[src/rtl/uart_tx_arbiter.sv]
// Shares one UART TX FIFO write port among N_REQ byte-stream requesters.
// Packet-granular round-robin grant, optional channel-ID header byte, forced release of stalled owners.
module uart_tx_arbiter #(
  parameter int N_REQ   = 4,
  parameter int ID_EN   = 1,
  parameter int TIMEOUT = 1024,
  parameter int IDW     = $clog2(N_REQ)
) (
  input  logic                 Clk,
  input  logic                 Rst,
  input  logic [N_REQ-1:0]     req_valid,
  input  logic [8*N_REQ-1:0]   req_data,
  input  logic [N_REQ-1:0]     req_last,
  output logic [N_REQ-1:0]     req_ready,
  output logic                 fifo_wr,
  output logic [7:0]           fifo_data,
  input  logic                 fifo_full,
  output logic [IDW-1:0]       grant_id,
  output logic                 busy,
  output logic                 timeout_pulse
);

  localparam int             CW      = $clog2(TIMEOUT) + 1;
  localparam logic [CW-1:0]  TLIM    = CW'(TIMEOUT - 1);
  localparam logic [IDW:0]   NR      = (IDW+1)'(N_REQ);
  localparam logic [IDW-1:0] LAST_ID = IDW'(N_REQ - 1);

  typedef enum logic [1:0] {IDLE, HDR, DATA} state_t;

  state_t         state;
  logic [IDW-1:0] rr_ptr;
  logic [CW-1:0]  tcnt;

  logic           any_valid;
  logic [IDW-1:0] pick;
  logic [IDW:0]   sum;
  logic           own_valid;
  logic           own_last;
  logic [7:0]     own_data;
  logic [IDW-1:0] next_ptr;
  logic           xfer;

  // Scan from the highest offset down so the lowest offset from rr_ptr wins.
  always_comb begin
    // NOTE: every always_comb output gets a default first, otherwise a latch is inferred.
    any_valid = 1'b0;
    pick      = '0;
    sum       = '0;
    for (int k = N_REQ - 1; k >= 0; k--) begin
      sum = {1'b0, rr_ptr} + (IDW+1)'(k);
      if (sum >= NR) sum = sum - NR;
      if (req_valid[sum[IDW-1:0]]) begin
        any_valid = 1'b1;
        pick      = sum[IDW-1:0];
      end
    end
  end

  assign own_valid = req_valid[grant_id];
  assign own_last  = req_last[grant_id];
  assign own_data  = req_data[{grant_id, 3'b000} +: 8];
  assign next_ptr  = (grant_id == LAST_ID) ? '0 : grant_id + IDW'(1);
  assign xfer      = (state == DATA) && fifo_wr;
  assign busy      = (state != IDLE);

  always_comb begin
    req_ready = '0;
    fifo_wr   = 1'b0;
    fifo_data = '0;
    case (state)
      HDR: begin
        fifo_data = {4'hA, 1'b0, 3'(grant_id)};
        fifo_wr   = !fifo_full;
      end
      DATA: begin
        req_ready[grant_id] = !fifo_full;
        fifo_wr             = own_valid && !fifo_full;
        fifo_data           = own_data;
      end
      default: ;
    endcase
  end

  // A full FIFO with the owner valid is not a stall, so only !own_valid advances the counter.
  always_ff @(posedge Clk) begin
    // NOTE: sequential state uses non-blocking assignments so all registers update together.
    if (Rst) begin
      state         <= IDLE;
      rr_ptr        <= '0;
      grant_id      <= '0;
      tcnt          <= '0;
      timeout_pulse <= 1'b0;
    end else begin
      timeout_pulse <= 1'b0;
      case (state)
        IDLE: begin
          if (any_valid) begin
            grant_id <= pick;
            tcnt     <= '0;
            state    <= (ID_EN != 0) ? HDR : DATA;
          end
        end
        HDR: begin
          if (!fifo_full) begin
            tcnt  <= '0;
            state <= DATA;
          end
        end
        DATA: begin
          if (xfer) begin
            tcnt <= '0;
            if (own_last) begin
              rr_ptr <= next_ptr;
              state  <= IDLE;
            end
          end else if (!own_valid) begin
            if (tcnt == TLIM) begin
              timeout_pulse <= 1'b1;
              rr_ptr        <= next_ptr;
              state         <= IDLE;
            end else if (tcnt != '1) begin
              tcnt <= tcnt + CW'(1);
            end
          end
        end
        default: state <= IDLE;
      endcase
    end
  end

endmodule

[config.mk]
export PLATFORM = sky130hd
export DESIGN_NAME = uart_tx_arbiter
export DESIGN_NICKNAME = d
export VERILOG_FILES = /design/src/rtl/uart_tx_arbiter.sv
export SDC_FILE = /design/constraint.sdc
export NUM_CORES = 1
export LEC_CHECK = 0
export BUFFER_PORTS_ARGS = -buffer_cell sky130_fd_sc_hd__buf_4
export CAP_MARGIN = 5
export CORE_MARGIN = 2
export CORE_UTILIZATION = 44
export DETAILED_ROUTE_END_ITERATION = 10
export PLACE_DENSITY = 0.76
export SETUP_SLACK_MARGIN = 0.15
export SLEW_MARGIN = 20
export SYNTH_ARGS = -nofsm -noshare
export SYNTH_HDL_FRONTEND = slang
export SYNTH_SLANG_ARGS = --single-unit
export TNS_END_PERCENT = 10
[constraint.sdc]
create_clock -name Clk -period 2.11 [get_ports Clk]
set_input_delay 0.422 -clock Clk [delete_from_list [all_inputs] [get_ports Clk]]
set_output_delay 0.422 -clock Clk [all_outputs]
set_load 0.01 [all_outputs]
==> run metrics, run 1 <==
dpl ws=-0.0278 ns; grt total ovfl=0; Cells after DPL=305; final wirelength=5.84 mm; share of the synthesized area in the top cell type=22.9%; fill count=203; TritonCTS clock tree=yes; Max rail drop VDD=0.646 mV; Die H=63.8 um; HP Start=Rst; WS Path Type=reg -> out; failing checks=negative setup slack; CTS hold repair buffers=0; hpwl dp=3.52 mm; Cell Rows=21; TritonCTS buffer count=3; antenna-violating nets left=0; Yosys cell types=49; cell taking the most area after synthesis=dfxtp_1; io pins=60; routed vias/inst=5.86; full die area=4070 um^2; main area contributors after synthesis=dfxtp_1, mux4_2, ha_1; fin crit period=2.15 ns; crit end category=output pin; YS warnings=0; status=finished with violations; Worst Path Max Fanout=5; synthesized area=1580 um^2; LEAKAGE=1.13 nW; Worst EP required=1.69 ns; final setup vio count=1; CP Capture Point=fifo_data[7]; final hold slack=0.381 ns; reg2reg end=tcnt[1]; Final Hold Viols=0; antenna violations before repair=0; Worst EP arrival=1.73 ns; Reg area=373 um^2; clock-pin slew on the worst setup and hold paths=0.11 ns; Die W=63.8 um; clock latency on the worst-skew pair=0.30 ns; Hold WC Path Type=in -> reg; Iteration-0 DRC Markers=74; r2r setup slk=0.05 ns; Longest Clk Path Bufs=2; Clock Sink Count=18; Slew Limit Fails=0; pin count of the biggest net entering global routing=20; R2R cell count=8; top cells by count, synth=dfxtp_1, a21oi_1, nor2_1; vias=1,905; vias in the first global route=1,760; crit path launch=grant_id[0]; final std cells w/o fill=325; depth of the CTS H-tree=1; fin crit share=102%; PD cells=760 nW/um^2; port bufs=59; Initial Utilization=46.5%; first-pass GRT wire length=8.09 mm; PnR worst setup slack=-0.0411 ns; skew final=0.0130 ns; syn avg cell area=8.56 um^2; Slew @ Worst Pin=0.447 ns; most common cell in the netlist=dfxtp_1; # nets final=333; Routed wire per std cell=18.0 um; FF+latch count, synth=18; ratio of cells with drive above 1 in the final layout=55.6%; Multi-input gate area=1340 um^2; area grow syn2layout=71.2%; Max Cap Viol=0; max frequency=465 MHz; Total Routing Usage GR=24.7%; antenna diode count=0; core footprint=3390 um^2; RSZ-0062 raised after global routing=yes; Post-Syn Instances=184; Worst slew margin=69.9%; clock root cell=clkbuf_4; FF-to-FF Start=state[1]; Final GP Congestion=0.870; DR pass1 iterations=4; Synth async-reset ratio=0%; DR DRC count=0; top_reg_cell synth=dfxtp_1; Mapped Nets=237; critical path launch point type=flop; sequential area share after synthesis=22.9%; EDFF count, synth=0; Setup TNS Final=-0.0411 ns
worst min-delay path by stage:
| stage | end | slack, ns | cells after the start |
|---|---|---|---|
| floorplan | tcnt[10] | 0.41 | 2 |
| global placement | tcnt[10] | 0.43 | 2 |
| finish | tcnt[7] | 0.38 | 2 |
| global route | grant_id[1] | 0.40 | 2 |
| detailed placement | tcnt[10] | 0.44 | 2 |
| CTS | grant_id[1] | 0.38 | 2 |
power breakdown:
group	internal [mW]	total (mW)	switching [mW]	leakage (nW)
combinational	0.749	1.41	0.663	0.963
sequential	0.379	0.419	0.0399	0.148
clock	0.105	0.218	0.113	0.0210
stage by stage:
step | area (um^2) | total power, mW | util (%)
after floorplan | 1600 | 0.983 | -
after global placement | 2260 | 1.41 | 66.7
after detailed placement | 2260 | 1.43 | 66.7
after CTS | 2540 | 1.86 | 75.1
after global routing | 2700 | 2.16 | 79.6
final | 2700 | 2.05 | 79.6
critical path, stage by stage (launching register included):
cell and delay (ns):
dfxtp_4 0.40, buf_12 0.12, mux4_2 0.51, a21oi_2 0.19, nor2b_1 0.07, buf_4 0.14
state kept, by name (all words and copies together), names as in the netlist:
name,count
tcnt,11
grant_id,2
rr_ptr,2
state,2
timeout_pulse,1
per-layer routing:
layer | global-route usage (%) | part of all wire (%)
met5 | 0 | 0
met4 | 5.71 | 3.7
met3 | 4.58 | 6.8
met2 | 45.6 | 50
met1 | 29.3 | 39
repair_timing:
item	in CTS	in global routing
cloned	0	2
setup buffers	8	6
resized for setup	45	21
setup endpoints to repair	27	28
pin swaps	15	19
layout make-up:
type,instances,share of cell area [%]
Timing Repair Buffer,98,31.4
Clock buffer,4,1.35
Inverter,10,1.58
Sequential cell,18,13.8
Multi-Input combinational cell,149,49.8
Tap cell,46,2.13
layout by cell type, fill, tap and decap left out, types with 3 or more instances in the layout:
cell / instances
nor3_1: 3
or4_1: 3
inv_1: 8
o21ai_0: 6
ha_1: 7
nand3_1: 3
a21oi_1: 8
mux2i_1: 7
dfxtp_1: 14
and2_4: 4
nor4_1: 4
nand4_1: 3
o31ai_1: 3
and3_1: 3
nand2_1: 8
clkbuf_4: 3
mux2_2: 3
buf_4: 79
nor2_1: 10
mux4_2: 6
dfxtp_4: 3
nand2b_1: 8
a21oi_2: 9
buf_6: 14
and3_4: 3
cell families after synthesis:
logic type	share of synthesized area (%)
AND/OR/NAND/NOR	27.5
multiplexers	18.8
AO/OA/AOI/OAI	18.2
flip-flops	22.9
adder cells (fa/ha/maj)	7.94
buffers and inverters	4.69
(Power assumes the default switching activity.)
==> inputs of run 2 (changes only) <==
--- a/config.mk
+++ b/config.mk
@@ -10,6 +10,7 @@
 export CORE_MARGIN = 2
 export CORE_UTILIZATION = 44
 export DETAILED_ROUTE_END_ITERATION = 10
+export GPL_TIMING_DRIVEN = 0
 export PLACE_DENSITY = 0.76
 export SETUP_SLACK_MARGIN = 0.15
 export SLEW_MARGIN = 20
==> run metrics, run 2 (synthesis results as in run 1) <==
Multi-input gate area=1340 um^2 (-0.47%); LEAKAGE=1.04 nW (-7.9%); hpwl dp=3.18 mm (-9.7%); WS Path Type=reg -> out; Cells after DPL=289 (-5.2%); commonest non-fill, non-tap cell in the layout=buf_4; Slew @ Worst Pin=0.492 ns (+0.0449 ns); antenna violations before repair=0 (unchanged); Largest Register=tcnt; # nets final=317 (-4.8%); crit end category=output pin; io pins=60 (unchanged); crit path max-delay cell type=mux4_2; number of flip-flops in the largest register=11 (unchanged); RSZ-0062 raised after global routing=yes; Die W=63.8 um (unchanged); depth of the CTS H-tree=1 (unchanged); Final GP Congestion=0.830 (-4.6%); Total Routing Usage GR=24.6% (-0.13 points); fin crit period=2.22 ns (+0.0683 ns); PD cells=747 nW/um^2 (-1.7%); grt total ovfl=0 (unchanged); Power Total=1.89 mW (-7.7%); core footprint=3390 um^2 (unchanged); vias=1,754 (-7.9%); Iteration-0 DRC Markers=63 (-15%); antenna diode count=0 (unchanged); Worst slew margin=66.9% (-3.0 points); Hold WC Path Type=in -> reg; clock-pin slew on the worst setup and hold paths=0.12 ns (about the same); Initial Utilization=46.5% (unchanged); cell family with most CP delay=multiplexers; skew final=0.00309 ns (-0.00995 ns); first-pass GRT wire length=7.98 mm (-1.4%); final setup vio count=7 (+6); fin crit share=105% (+3.2 points); PnR worst setup slack=-0.109 ns (-0.0683 ns); Die H=63.8 um (unchanged); status=finished with violations; pin count of the biggest net entering global routing=11 (-45%); Worst Path Max Fanout=5 (unchanged); Cell Rows=21 (unchanged); Final Hold Viols=0 (unchanged); failing checks=negative setup slack; Critical Path Max Stage Delay=0.52 ns (about the same); Worst EP arrival=1.80 ns (+0.07 ns); most frequent cells in the layout=buf_4, dfxtp_1, a21oi_1, nor2_1, nand2_1; Routed wire per std cell=15.9 um (-11%); DR pass1 iterations=4 (unchanged); Reg area=373 um^2 (unchanged); full die area=4070 um^2 (unchanged); port bufs=59 (unchanged); routed vias/inst=5.68 (-3.2%); clock latency on the worst-skew pair=0.30 ns (about the same); ratio of cells with drive above 1 in the final layout=49.4% (-6.1 points); Clock Sink Count=18 (unchanged); TritonCTS clock tree=yes; DR DRC count=0 (unchanged); critical path launch point type=flop; clock root cell=clkbuf_4; final wirelength=4.91 mm (-16%); final std cells w/o fill=309 (-4.9%); antenna-violating nets left=0 (unchanged); crit-path cells=buf_6 -> clkbuf_16 -> mux4_2 -> a21oi_2 -> nor2b_1 -> buf_4; max frequency=451 MHz (-3.1%); vias in the first global route=1,662 (-5.6%); Worst EP required=1.69 ns (about the same); TritonCTS buffer count=3 (unchanged); Longest Clk Path Bufs=2 (unchanged); area grow syn2layout=60.8%; Max Cap Viol=0 (unchanged); Buf/Inv on CP=3 (+1); Slew Limit Fails=0 (unchanged); CTS hold repair buffers=0 (unchanged); fill count=232 (+14%); Max rail drop VDD=0.606 mV (-6.3%)
run 2: cell count changes in the layout (fill, tap and decap cells not counted), sizes merged:
cell,before,now
clkbuf,5,9
buf,97,78
nor2,13,12
run 2: worst paths after layout:
kind	startpoint	end	slack [ns]	cells after the start
max	grant_id[0]	fifo_data[7]	-0.11	6
min	Rst	state[0]	0.40	3
max reg2reg	state[0]	tcnt[1]	-0.02	8
min reg2reg	tcnt[10]	tcnt[10]	0.48	2
run 2: layout make-up:
class | count | share of cell area [%]
tap | 46 | 2.27
clock buffer | 4 | 1.43
inverter | 10 | 1.68
multi-input combinational | 148 | 52.7
timing repair buffer | 75 | 23.2
buffer | 8 | 3.95
sequential | 18 | 14.7
run 2: timing repair:
item | 4_1_cts | 5_1_grt
resized for setup | 46 | 18
gates cloned | 1 | 0
setup buffers | 13 | 2
setup endpoints to repair | 28 | 28
pin swaps | 16 | 6
run 2: worst min-delay path, cell delays in order:
cell and delay (ns):
buf_4 0.11, nand2b_1 0.09, mux2i_1 0.05
run 2: power by group:
group | switching [mW] | internal (mW)
sequential | 0.0399 | 0.379
combinational | 0.601 | 0.644
clock | 0.123 | 0.105
run 2: per-layer routing:
| metal | routed length, um | part of all wire, % | track usage [%] | vias to the layer above |
|---|---|---|---|---|
| met1 | 2020 | 41 | 31.8 | 810 |
| li1 | - | - | - | 856 |
| met5 | 0 | 0 | 0 | - |
| met3 | 410 | 8.3 | 4.23 | 10 |
| met4 | 105 | 2.1 | 8.15 | 0 |
| met2 | 2380 | 48 | 41.3 | 78 |
run 2: per-stage QoR:
| step | hold slack (ns) | area [um^2] | util, % | worst slack (ns) | setup TNS (ns) |
|---|---|---|---|---|---|
| 2_1_floorplan | 0.409 | 1600 | - | -0.0650 | -0.178 |
| 3_3_place_gp | 0.422 | 2100 | 62.0 | -0.412 | -4.39 |
| 3_5_place_dp | 0.426 | 2100 | 62.0 | -0.447 | -4.86 |
| 4_1_cts | 0.403 | 2430 | 71.8 | -0.0429 | -0.120 |
| 5_1_grt | 0.420 | 2530 | 74.8 | -0.187 | -1.02 |
| 6_report | 0.400 | 2530 | 74.8 | -0.109 | -0.241 |
==> inputs of run 3 (changes only) <==
--- a/config.mk
+++ b/config.mk
@@ -5,10 +5,11 @@
 export SDC_FILE = /design/constraint.sdc
 export NUM_CORES = 1
 export LEC_CHECK = 0
+export ABC_AREA = 1
 export BUFFER_PORTS_ARGS = -buffer_cell sky130_fd_sc_hd__buf_4
 export CAP_MARGIN = 5
 export CORE_MARGIN = 2
-export CORE_UTILIZATION = 44
+export CORE_UTILIZATION = 47
 export DETAILED_ROUTE_END_ITERATION = 10
 export GPL_TIMING_DRIVEN = 0
 export PLACE_DENSITY = 0.76
==> run metrics, run 3 <==
antenna violations before repair=0 (unchanged); depth of the CTS H-tree=1 (unchanged); vias=2,256 (+29%); synthesized area=1890 um^2 (+20%); DR DRC count=0 (unchanged); Worst Path Max Fanout=10 (+5); pin count of the biggest net entering global routing=12 (+1); syn avg cell area=5.92 um^2 (-31%); final wirelength=5.41 mm (+10%); ratio of cells with drive above 1 in the final layout=33.3% (-16 points); RSZ-0062 raised after global routing=yes; clock latency on the worst-skew pair=0.26 ns (-0.04 ns); sequential area share after synthesis=19.1% (-3.8 points); cell taking the most area after synthesis=dfxtp_1; Setup TNS Final=0 ns (+0.241 ns); Yosys cell types=32 (-35%); most frequent cells in the layout=nand2_1, buf_4, nor2_1, inv_1, nand3_1; Worst slew margin=64.4% (-2.6 points); Hold Path Sink=grant_id[0]; Die W=67.4 um (+5.6%); io pins=60 (unchanged); clock power share=11.4% (-0.7 points); Longest Clk Path Bufs=2 (unchanged); Cell Rows=23 (+9.5%); FF-to-FF Start=state[0]; # nets final=445 (+40%); crit end category=output pin; final setup vio count=0 (-7); final std cells w/o fill=440 (+42%); LEAKAGE=1.28 nW (+23%); Hold WC Path Type=in -> reg; most common cell in the netlist=nand2_1; DR pass1 iterations=4 (unchanged); core footprint=3940 um^2 (+16%); clock-pin slew on the worst setup and hold paths=0.07 ns (-0.05 ns); YS warnings=0 (unchanged); combinational share of power=66.8% (+1.0 points); switching share of power=46.1% (+5.7 points); port bufs=59 (unchanged); status=finished, final reports clean; r2r setup slk=0.22 ns (+0.24 ns); Synth async-reset ratio=0% (unchanged); Die H=67.4 um (+5.6%); Max Cap Viol=0 (unchanged); Slew Limit Fails=0 (unchanged); Cells after DPL=428 (+48%); clock root cell=clkbuf_8; fin area=2640 um^2 (+4.2%); Final GP Congestion=0.870 (+4.9%); hold depth=2 (-1); Worst EP arrival=1.49 ns (-0.31 ns); commonest non-fill, non-tap cell in the layout=nand2_1; PD cells=817 nW/um^2 (+9.4%); TritonCTS clock tree=yes; critical path launch point type=flop; max frequency=523 MHz (+16%); share of the synthesized area in the top cell type=19.1% (-3.8 points); fin crit period=1.91 ns (-0.307 ns); WS Path Type=reg -> out; Largest Register=tcnt; reg2reg end=tcnt[6]; routed vias/inst=5.13 (-9.7%); Max rail drop VDD=0.724 mV (+20%); hpwl dp=3.98 mm (+25%); Final Hold Viols=0 (unchanged); R2R cell count=10 (+2); full die area=4540 um^2 (+11%); vias in the first global route=1,970 (+19%); Internal Power=1.16 mW (+3.1%); top cells by count, synth=nand2_1, nor2_1, inv_1; skew final=0.00149 ns (-0.00160 ns); EDFF count, synth=0 (unchanged); top_reg_cell synth=dfxtp_1; grt total ovfl=0 (unchanged); Clock Sink Count=18 (unchanged); Routed wire per std cell=12.3 um (-23%); Iteration-0 DRC Markers=132 (+110%); fin util=67.0% (-7.8 points); final hold slack=0.327 ns (-0.0723 ns); antenna-violating nets left=0 (unchanged); antenna diode count=0 (unchanged); fin crit share=90.6% (-15 points); HP Start=Rst; TritonCTS buffer count=3 (unchanged); first-pass GRT wire length=8.60 mm (+7.7%); Total Routing Usage GR=24.2% (-0.40 points); Seq pwr share=21.8% (-0.3 points); Mapped Nets=372 (+57%); FF+latch count, synth=18 (unchanged); Sw Pwr=0.994 mW (+30%); number of flip-flops in the largest register=11 (unchanged); Initial Utilization=47.9% (+1.4 points); Worst EP required=1.69 ns (about the same); Slew @ Worst Pin=0.534 ns (+0.0429 ns); Post-Syn Instances=319 (+73%); Area after DPL=2390 um^2 (+14%); area grow syn2layout=39.8%; main area contributors after synthesis=dfxtp_1, nand2_1, nor2_1
-- run 3: changes by cell type after synthesis, sizes merged, moves of 5 or more --
cell,delta
inv,+22
o21ai,+22
nand2,+72
nand2b,-10
nand3,+25
and3,-5
mux4,-7
mux2i,-9
nor2,+46
-- run 3: stage by stage --
step | power (mW) | worst slack [ns]
after floorplan | 1.24 | 0.274
after global placement | 1.59 | -0.0558
after detailed placement | 1.61 | -0.129
after CTS | 1.96 | 0.106
after global routing | 2.33 | 0.0898
final | 2.16 | 0.198
-- run 3: how the worst max path moves through the flow --
stage / start / endpoint / slack (ns) / cells after the start
4_1_cts: state[0] / req_ready[1] / 0.11 / 7
2_1_floorplan: state[0] / fifo_data[2] / 0.27 / 6
3_3_place_gp: state[0] / fifo_data[2] / -0.06 / 7
3_5_place_dp: state[0] / fifo_data[3] / -0.13 / 7
6_report: grant_id[0] / fifo_data[5] / 0.20 / 7
5_1_grt: state[0] / tcnt[6] / 0.09 / 10
-- run 3: timing repair --
action,4_1_cts,5_1_grt
pin swaps,0,7
gates cloned,0,1
resized for setup,23,28
hold buffers,0,0
setup endpoints to repair,23,23
buffers inserted,1,7
-- run 3: kinds of logic after synthesis --
family,share of synthesized area (%)
adder cells (fa/ha/maj),6.63
AND/OR/NAND/NOR,45.3
AO/OA/AOI/OAI,16.4
flip-flops,19.1
XOR/XNOR,1.39
buffers and inverters,11.1
-- run 3: layout make-up --
cell class,instances,area [um^2]
Multi-Input combinational cell,254,1390
Tap cell,50,62.6
Clock buffer,3,41.3
Sequential cell,18,373
Inverter,36,138
Timing Repair Buffer,67,503
Buffer,12,130
Fill cell,374,1300
-- run 3: critical path, stage by stage (launching register included) --
cell and delay, ns:
dfxtp_4 0.41, buf_6 0.15, buf_6 0.14, nor2_1 0.05, o22ai_1 0.17, nand3_1 0.11
nand2_1 0.09, buf_4 0.12
-- run 3: power by group through the flow --
stage                     clock (mW)  sequential [mW]  combinational, mW
after floorplan                    0            0.450              0.791
after global placement             0            0.458               1.13
after detailed placement           0            0.461               1.14
after CTS                      0.253            0.461               1.25
after global routing           0.264            0.481               1.59
final                          0.246            0.470               1.44
-- run 3: layer usage --
| layer | vias up | share of wire (%) | GRT usage [%] |
|---|---|---|---|
| met5 | - | 0 | 0 |
| met4 | 0 | 1.6 | 5.36 |
| met3 | 10 | 4.5 | 3.50 |
| met2 | 49 | 49 | 42.9 |
| met1 | 1020 | 45 | 30.8 |
| li1 | 1177 | - | - |
